`src/rtl/fetch_unit.sv`:
```
// Instruction-fetch front end: owns the PC, registers ROM data for decode,
// redirects through a loadable branch-target LUT and flags the halt opcode.
// Optional cycle counter output is built when FETCH_CYCLE_COUNT_EN is defined.
//
// state   | meaning
// --------+-----------------------------------------------------------
// IDLE    | waiting for start; outputs sit at their reset values
// RUN     | fetching one instruction per unstalled cycle
// HALTED  | halt opcode seen; done held high until the next start
module fetch_unit #(
  parameter int                 PC_W       = 10,
  parameter int                 INSTR_W    = 9,
  parameter int                 LUT_AW     = 5,
  parameter logic [INSTR_W-1:0] HALT_INSTR = 9'h1FF
) (
  input  logic               clk,
  input  logic               reset,
  input  logic               start,
  input  logic               stall,
  input  logic               branch_taken,
  input  logic [LUT_AW-1:0]  target_idx,
  input  logic               lut_we,
  input  logic [LUT_AW-1:0]  lut_widx,
  input  logic [PC_W-1:0]    lut_wdata,
  input  logic [INSTR_W-1:0] instr_in,
  output logic [PC_W-1:0]    pc,
  output logic [INSTR_W-1:0] instr_out,
  output logic               instr_valid,
  output logic               done
`ifdef FETCH_CYCLE_COUNT_EN
  ,
  output logic [31:0]        cycle_count
`endif
);

  localparam int LUT_N = 2 ** LUT_AW;

  typedef enum logic [1:0] {
    ST_IDLE   = 2'd0,
    ST_RUN    = 2'd1,
    ST_HALTED = 2'd2
  } state_t;

  state_t             state_q, state_d;
  logic [PC_W-1:0]    pc_q, pc_d;
  logic [INSTR_W-1:0] instr_q, instr_d;
  logic               valid_q, valid_d;
  logic               done_q, done_d;
  logic [PC_W-1:0]    lut_q [LUT_N];
  logic [PC_W-1:0]    lut_d [LUT_N];

  always_ff @(posedge clk) begin
    if (reset) begin
      state_q <= ST_IDLE;
      pc_q    <= '0;
      instr_q <= '0;
      valid_q <= 1'b0;
      done_q  <= 1'b0;
      for (int i = 0; i < LUT_N; i++) lut_q[i] <= '0;
    end else begin
      state_q <= state_d;
      pc_q    <= pc_d;
      instr_q <= instr_d;
      valid_q <= valid_d;
      done_q  <= done_d;
      lut_q   <= lut_d;
    end
  end

  // LUT lookups read lut_q, so a same-cycle write to that index returns the old entry.
  always_comb begin
    lut_d = lut_q;
    if (lut_we) lut_d[lut_widx] = lut_wdata;
  end

  always_comb begin
    state_d = state_q;
    pc_d    = pc_q;
    instr_d = instr_q;
    valid_d = valid_q;
    done_d  = done_q;
    unique case (state_q)
      ST_IDLE: begin
        if (start) begin
          state_d = ST_RUN;
          pc_d    = '0;
          valid_d = 1'b0;
          done_d  = 1'b0;
        end
      end
      ST_RUN: begin
        if (stall) begin
          // whole stage frozen
        end else if (branch_taken) begin
          pc_d    = lut_q[target_idx];
          valid_d = 1'b0;
        end else if (instr_in == HALT_INSTR) begin
          state_d = ST_HALTED;
          done_d  = 1'b1;
          valid_d = 1'b0;
        end else begin
          instr_d = instr_in;
          valid_d = 1'b1;
          pc_d    = pc_q + PC_W'(1);
        end
      end
      ST_HALTED: begin
        valid_d = 1'b0;
        if (start) begin
          state_d = ST_RUN;
          pc_d    = '0;
          done_d  = 1'b0;
        end
      end
      default: begin
        state_d = ST_IDLE;
        pc_d    = '0;
        valid_d = 1'b0;
        done_d  = 1'b0;
      end
    endcase
  end

  assign pc          = pc_q;
  assign instr_out   = instr_q;
  assign instr_valid = valid_q;
  assign done        = done_q;

`ifdef FETCH_CYCLE_COUNT_EN
  logic [31:0] cnt_q, cnt_d;

  // Counts every RUN cycle including stalls; saturates rather than wrapping.
  always_comb begin
    cnt_d = cnt_q;
    if (state_q == ST_RUN) begin
      if (cnt_q != '1) cnt_d = cnt_q + 32'd1;
    end else if (start) begin
      cnt_d = '0;
    end
  end

  always_ff @(posedge clk) begin
    if (reset) cnt_q <= '0;
    else       cnt_q <= cnt_d;
  end

  assign cycle_count = cnt_q;
`endif

endmodule

```
`config.mk`:
```
export PLATFORM = sky130hd
export DESIGN_NAME = fetch_unit
export DESIGN_NICKNAME = d
export VERILOG_FILES = /design/src/rtl/fetch_unit.sv
export SDC_FILE = /design/constraint.sdc
export NUM_CORES = 1
export LEC_CHECK = 0
export CAP_MARGIN = 20
export CORE_MARGIN = 2
export CORE_UTILIZATION = 55
export DETAILED_ROUTE_END_ITERATION = 8
export PLACE_DENSITY_LB_ADDON = 0.08
export SLEW_MARGIN = 10
export SYNTH_ARGS = -nofsm -noshare
export SYNTH_HDL_FRONTEND = slang
export SYNTH_SLANG_ARGS = --single-unit
```
`constraint.sdc`:
```
create_clock -name clk -period 4.82 [get_ports clk]
set_input_delay 0.964 -clock clk [delete_from_list [all_inputs] [get_ports clk]]
set_output_delay 0.964 -clock clk [all_outputs]
set_load 0.1 [all_outputs]
```
==> results.py <==
metrics = {
    "logic_synthesis": {
        "avgSynthCellArea_sq_um": 10.3,
        "synth-adder-area-share": 0.000810,
        "postSynth.asyncResetShare": 0,
        "synth-compound-area-share": 0.0476,
        "synth-xor-area-share": 0.000567,
        "synth-simple-area-share": 0.155,
        "synthTopCellsByArea": "sky130_fd_sc_hd__dfxtp_1 44%, sky130_fd_sc_hd__mux2i_1 19%, sky130_fd_sc_hd__mux4_2 9.2%",
        "mappedNetlistNets": 1536,
        "synth-seq-cells": 343,
        "post_synth_mux_area_share": 0.309,
        "main_combinational_cell_family_by_area_after_synthesis": "multiplexers",
        "synthCells": 1500,
        "ys_warn_count": 0,
        "yosys.area.top_type": "sky130_fd_sc_hd__dfxtp_1",
        "yosysSeqAreaShare": 0.444,
        "synthDistinctLibCells": 59,
        "synth_edf_count": 0,
        "syn-cell-area_sq_mm": 0.0155,
        "synth.top_cell.area_share": 0.444,
        "ys.flop_type": "sky130_fd_sc_hd__dfxtp_1",
    },
    "clock_network": {
        "insertion_delay_ns": 0.53,
        "number_of_buffers_inserted_during_clock_tree_synthesis": 37,
        "clock-sinks": 343,
        "cts.hold.buffers_added": 0,
        "tritoncts_clock_tree": "done",
        "cts-htree-levels": 2,
        "cts.reportedPaths.clkPinSlew_ns": 0.06,
        "postCtsSetupBuffers": 0,
        "clockBufferDepth": 3,
        "clock_tree_root": "sky130_fd_sc_hd__clkbuf_16",
        "post_cts.resized_instances": 0,
    },
    "power_and_ir_drop": {
        "cellPowerDensity_mw_per_mm2": 371,
        "switching_power_mw": 1.57,
        "comb_power_share": 0.088,
        "total_power_mw": 6.43,
        "power.switching_fraction": 0.245,
        "largest_vdd_supply_drop_mv": 0.321,
        "leakage_nw": 6.81,
        "clkPwrFrac": 0.461,
        "p_seq_frac": 0.451,
        "p_int_mw": 4.85,
    },
    "cells_and_area": {
        "areaGrowthSynthToFinish_pct": 12.2,
        "layout.filler_cells": 2337,
        "finish.instance_area_sq_mm": 0.0173,
        "seqCellArea_sq_mm": 0.00687,
        "final_nets": 1528,
        "fraction_of_layout_instances_using_a_drive_strength_above_1": 0.117,
        "multi_input_comb_area_sq_mm": 0.00796,
        "layout.cells.non_filler": 1896,
        "antenna-diode-count": 0,
    },
    "routing": {
        "post_drt_wl_per_cell_microns": 21.4,
        "detail-route-antenna-nets": 0,
        "dr_total_vias": 11200,
        "route.final.wire_length_microns": 40500,
        "firstDrtPassIters": 5,
        "drtIter0Drc": 1047,
        "drc": 0,
        "avgViaCountPerCell": 5.91,
    },
    "grt": {
        "track_usage": 0.278,
        "grt_max_degree": 233,
        "number_of_global_route_vias_before_repair": 10600,
        "grt_first_pass_wirelength_microns": 62700,
        "grt_overflow_total": 0,
        "antenna_found_initial": 2,
    },
    "placement": {
        "numPlacedInstances": 1831,
        "detailedPlace.worstSlack_ns": 1.33,
        "gpl.final_weighted_congestion": 0.817,
        "dpl_cell_area_sq_mm": 0.0161,
        "port_buffers": 55,
        "hpwlAfterDp_microns": 25100,
    },
    "worst_setup_path": {
        "timing.critical_path.max_delay_family": "buffers and inverters",
        "crit_type": "reg -> out",
        "timing.critical_path.slowest_stage_cell": "sky130_fd_sc_hd__clkdlybuf4s50_1",
        "r2r_setup_slack_ns": 2.78,
        "setup.worst_path.end_class": "output port",
        "crit_chain": "clkdlybuf4s50_1",
        "timing.critical_path.arrival_ns": 2.15,
        "worstSetupStartpoint": "pc[0]",
        "timing.critical_path.depth": 1,
        "critical_path_required_ns": 3.86,
        "origin_of_the_critical_flop_to_flop_path": "state_q[0]",
        "critical_path_peak_fanout": 5,
        "worstRegToRegCells": 5,
        "rr_endpoint": "pc[7]",
        "critical_path.startpoint_type": "flop",
        "worst_setup_path_endpoint": "pc[0]",
        "total_buffers_and_inverters_traversed_by_the_critical_path": 1,
        "critical-path-max-stage-delay_ns": 1.18,
    },
    "sta": {
        "finalSetupViolations": 0,
        "max_slew_margin": 0.232,
        "rsz0062_at_grt": "false",
        "timing.clock.skew_ns": 0.0108,
        "post-route-min-period_ns": 3.11,
        "tightestPinTransition_ns": 1.15,
        "clock.fmax_mhz": 321,
        "setup_tns_ns": 0,
        "timing.final.ws_setup_ns": 1.71,
        "finalHoldViolCount": 0,
        "slew_viol_final": 0,
        "post-route-period-util": 0.646,
    },
    "floorplan": {
        "placeableCoreArea_sq_mm": 0.0277,
        "top_level_ports": 56,
        "initial_utilization": 0.558,
        "core.rowCount": 61,
        "die_area_sq_mm": 0.0295,
        "die_h_microns": 172,
        "fp.dieW_microns": 172,
    },
    "job": {
        "drv.max_cap_violation_count": 0,
    },
    "worst_hold_path": {
        "worstHoldPathType": "reg -> reg",
    },
    "outcome": {
        "run_status": "complete, no violations",
    },
}
-- synth_stat cells (5+ instances only) --
cell type / n
sky130_fd_sc_hd__nor3_1: 8
sky130_fd_sc_hd__mux2i_1: 289
sky130_fd_sc_hd__clkbuf_1: 91
sky130_fd_sc_hd__dfxtp_1: 343
sky130_fd_sc_hd__o21ai_0: 7
sky130_fd_sc_hd__nor2_1: 286
sky130_fd_sc_hd__mux4_2: 63
sky130_fd_sc_hd__nand2b_1: 6
sky130_fd_sc_hd__a21oi_1: 70
sky130_fd_sc_hd__nand2_1: 100
sky130_fd_sc_hd__nor3b_1: 8
sky130_fd_sc_hd__a211oi_1: 6
sky130_fd_sc_hd__nand3_1: 83
sky130_fd_sc_hd__mux4_1: 17
sky130_fd_sc_hd__a31oi_1: 5
sky130_fd_sc_hd__nor2_4: 12
sky130_fd_sc_hd__buf_4: 10
sky130_fd_sc_hd__nor2b_1: 6
sky130_fd_sc_hd__buf_2: 12
sky130_fd_sc_hd__buf_6: 8
-- how the worst min path moves through the flow --
stage	to	depth (start not counted)	from
floorplan	lut_q[212]	2	lut_q[212]
global placement	lut_q[291]	2	lut_q[291]
detailed placement	lut_q[285]	2	lut_q[285]
CTS	lut_q[212]	2	lut_q[212]
global route	lut_q[283]	2	lut_q[283]
finish	lut_q[130]	2	lut_q[130]
-- power by group through the flow --
stage	clock, mW	combinational, mW	sequential [mW]
after floorplan	0	0.296	3.07
after global routing	3.13	0.596	2.90
after detailed placement	0	0.563	2.96
after global placement	0	0.559	2.96
final	2.96	0.567	2.90
after CTS	3.01	0.564	2.90
-- state kept, by name (all words and copies together) (netlist names) --
register and cells:
lut_q 320, pc 10, instr_out 9, state_q 2
instr_valid 1, done 1
-- per-layer routing --
metal | vias to the layer above | wire length, microns | global-route usage
li1 | 5268 | - | -
met1 | 5513 | 18700 | 0.395
met2 | 346 | 18500 | 0.446
met3 | 69 | 2420 | 0.0428
met4 | 2 | 907 | 0.0715
met5 | - | 16 | 0
-- cell type report --
cell class              count  area share
multi-input cells        1027       0.459
inverters                   4    0.000866
well taps                 378      0.0273
clock buffers              54      0.0642
flip-flops and latches    343       0.396
repair buffers             79      0.0433
clock inverters            11     0.00931
-- through the flow --
stage,hold WS [ns],utilization
6_report,0.452,0.626
3_5_place_dp,0.446,0.580
4_1_cts,0.452,0.626
2_1_floorplan,0.432,-
5_1_grt,0.464,0.626
3_3_place_gp,0.439,0.580
-- worst min-delay path: stages, from the launching register on --
cell and delay [ns]:
sky130_fd_sc_hd__dfxtp_1 0.30, sky130_fd_sc_hd__nand2_1 0.05, sky130_fd_sc_hd__a21oi_1 0.05
-- cells by family (layout without fill, tap and decap cells) --
group / count (synthesis) / in the layout
compound gates: 122 / 122
xor+xnor: 1 / 1
simple gates: 532 / 532
mux: 371 / 371
flops: 343 / 343
buf+inv: 130 / 148
fa+ha+maj: 1 / 1
-- layout by cell type (no fill, tap or decap), types with 5 or more instances in the layout --
cell type,Yosys,layout
sky130_fd_sc_hd__clkdlybuf4s50_1,0,49
sky130_fd_sc_hd__mux2i_1,289,289
sky130_fd_sc_hd__clkbuf_1,91,7
sky130_fd_sc_hd__mux4_1,17,17
sky130_fd_sc_hd__nand2_1,100,100
sky130_fd_sc_hd__nor2b_1,6,6
sky130_fd_sc_hd__nor3b_1,8,5
sky130_fd_sc_hd__nor2_4,12,13
sky130_fd_sc_hd__a31oi_1,5,5
sky130_fd_sc_hd__nor3_1,8,8
sky130_fd_sc_hd__clkbuf_8,0,8
sky130_fd_sc_hd__mux4_2,63,63
sky130_fd_sc_hd__a21oi_1,70,70
sky130_fd_sc_hd__a211oi_1,6,6
sky130_fd_sc_hd__dfxtp_1,343,343
sky130_fd_sc_hd__clkbuf_16,0,39
sky130_fd_sc_hd__nand2b_1,6,6
sky130_fd_sc_hd__clkinv_2,0,5
sky130_fd_sc_hd__nor2_1,286,285
sky130_fd_sc_hd__nand3_1,83,83
sky130_fd_sc_hd__buf_4,10,22
sky130_fd_sc_hd__o21ai_0,7,7
(Power assumes the default switching activity.)
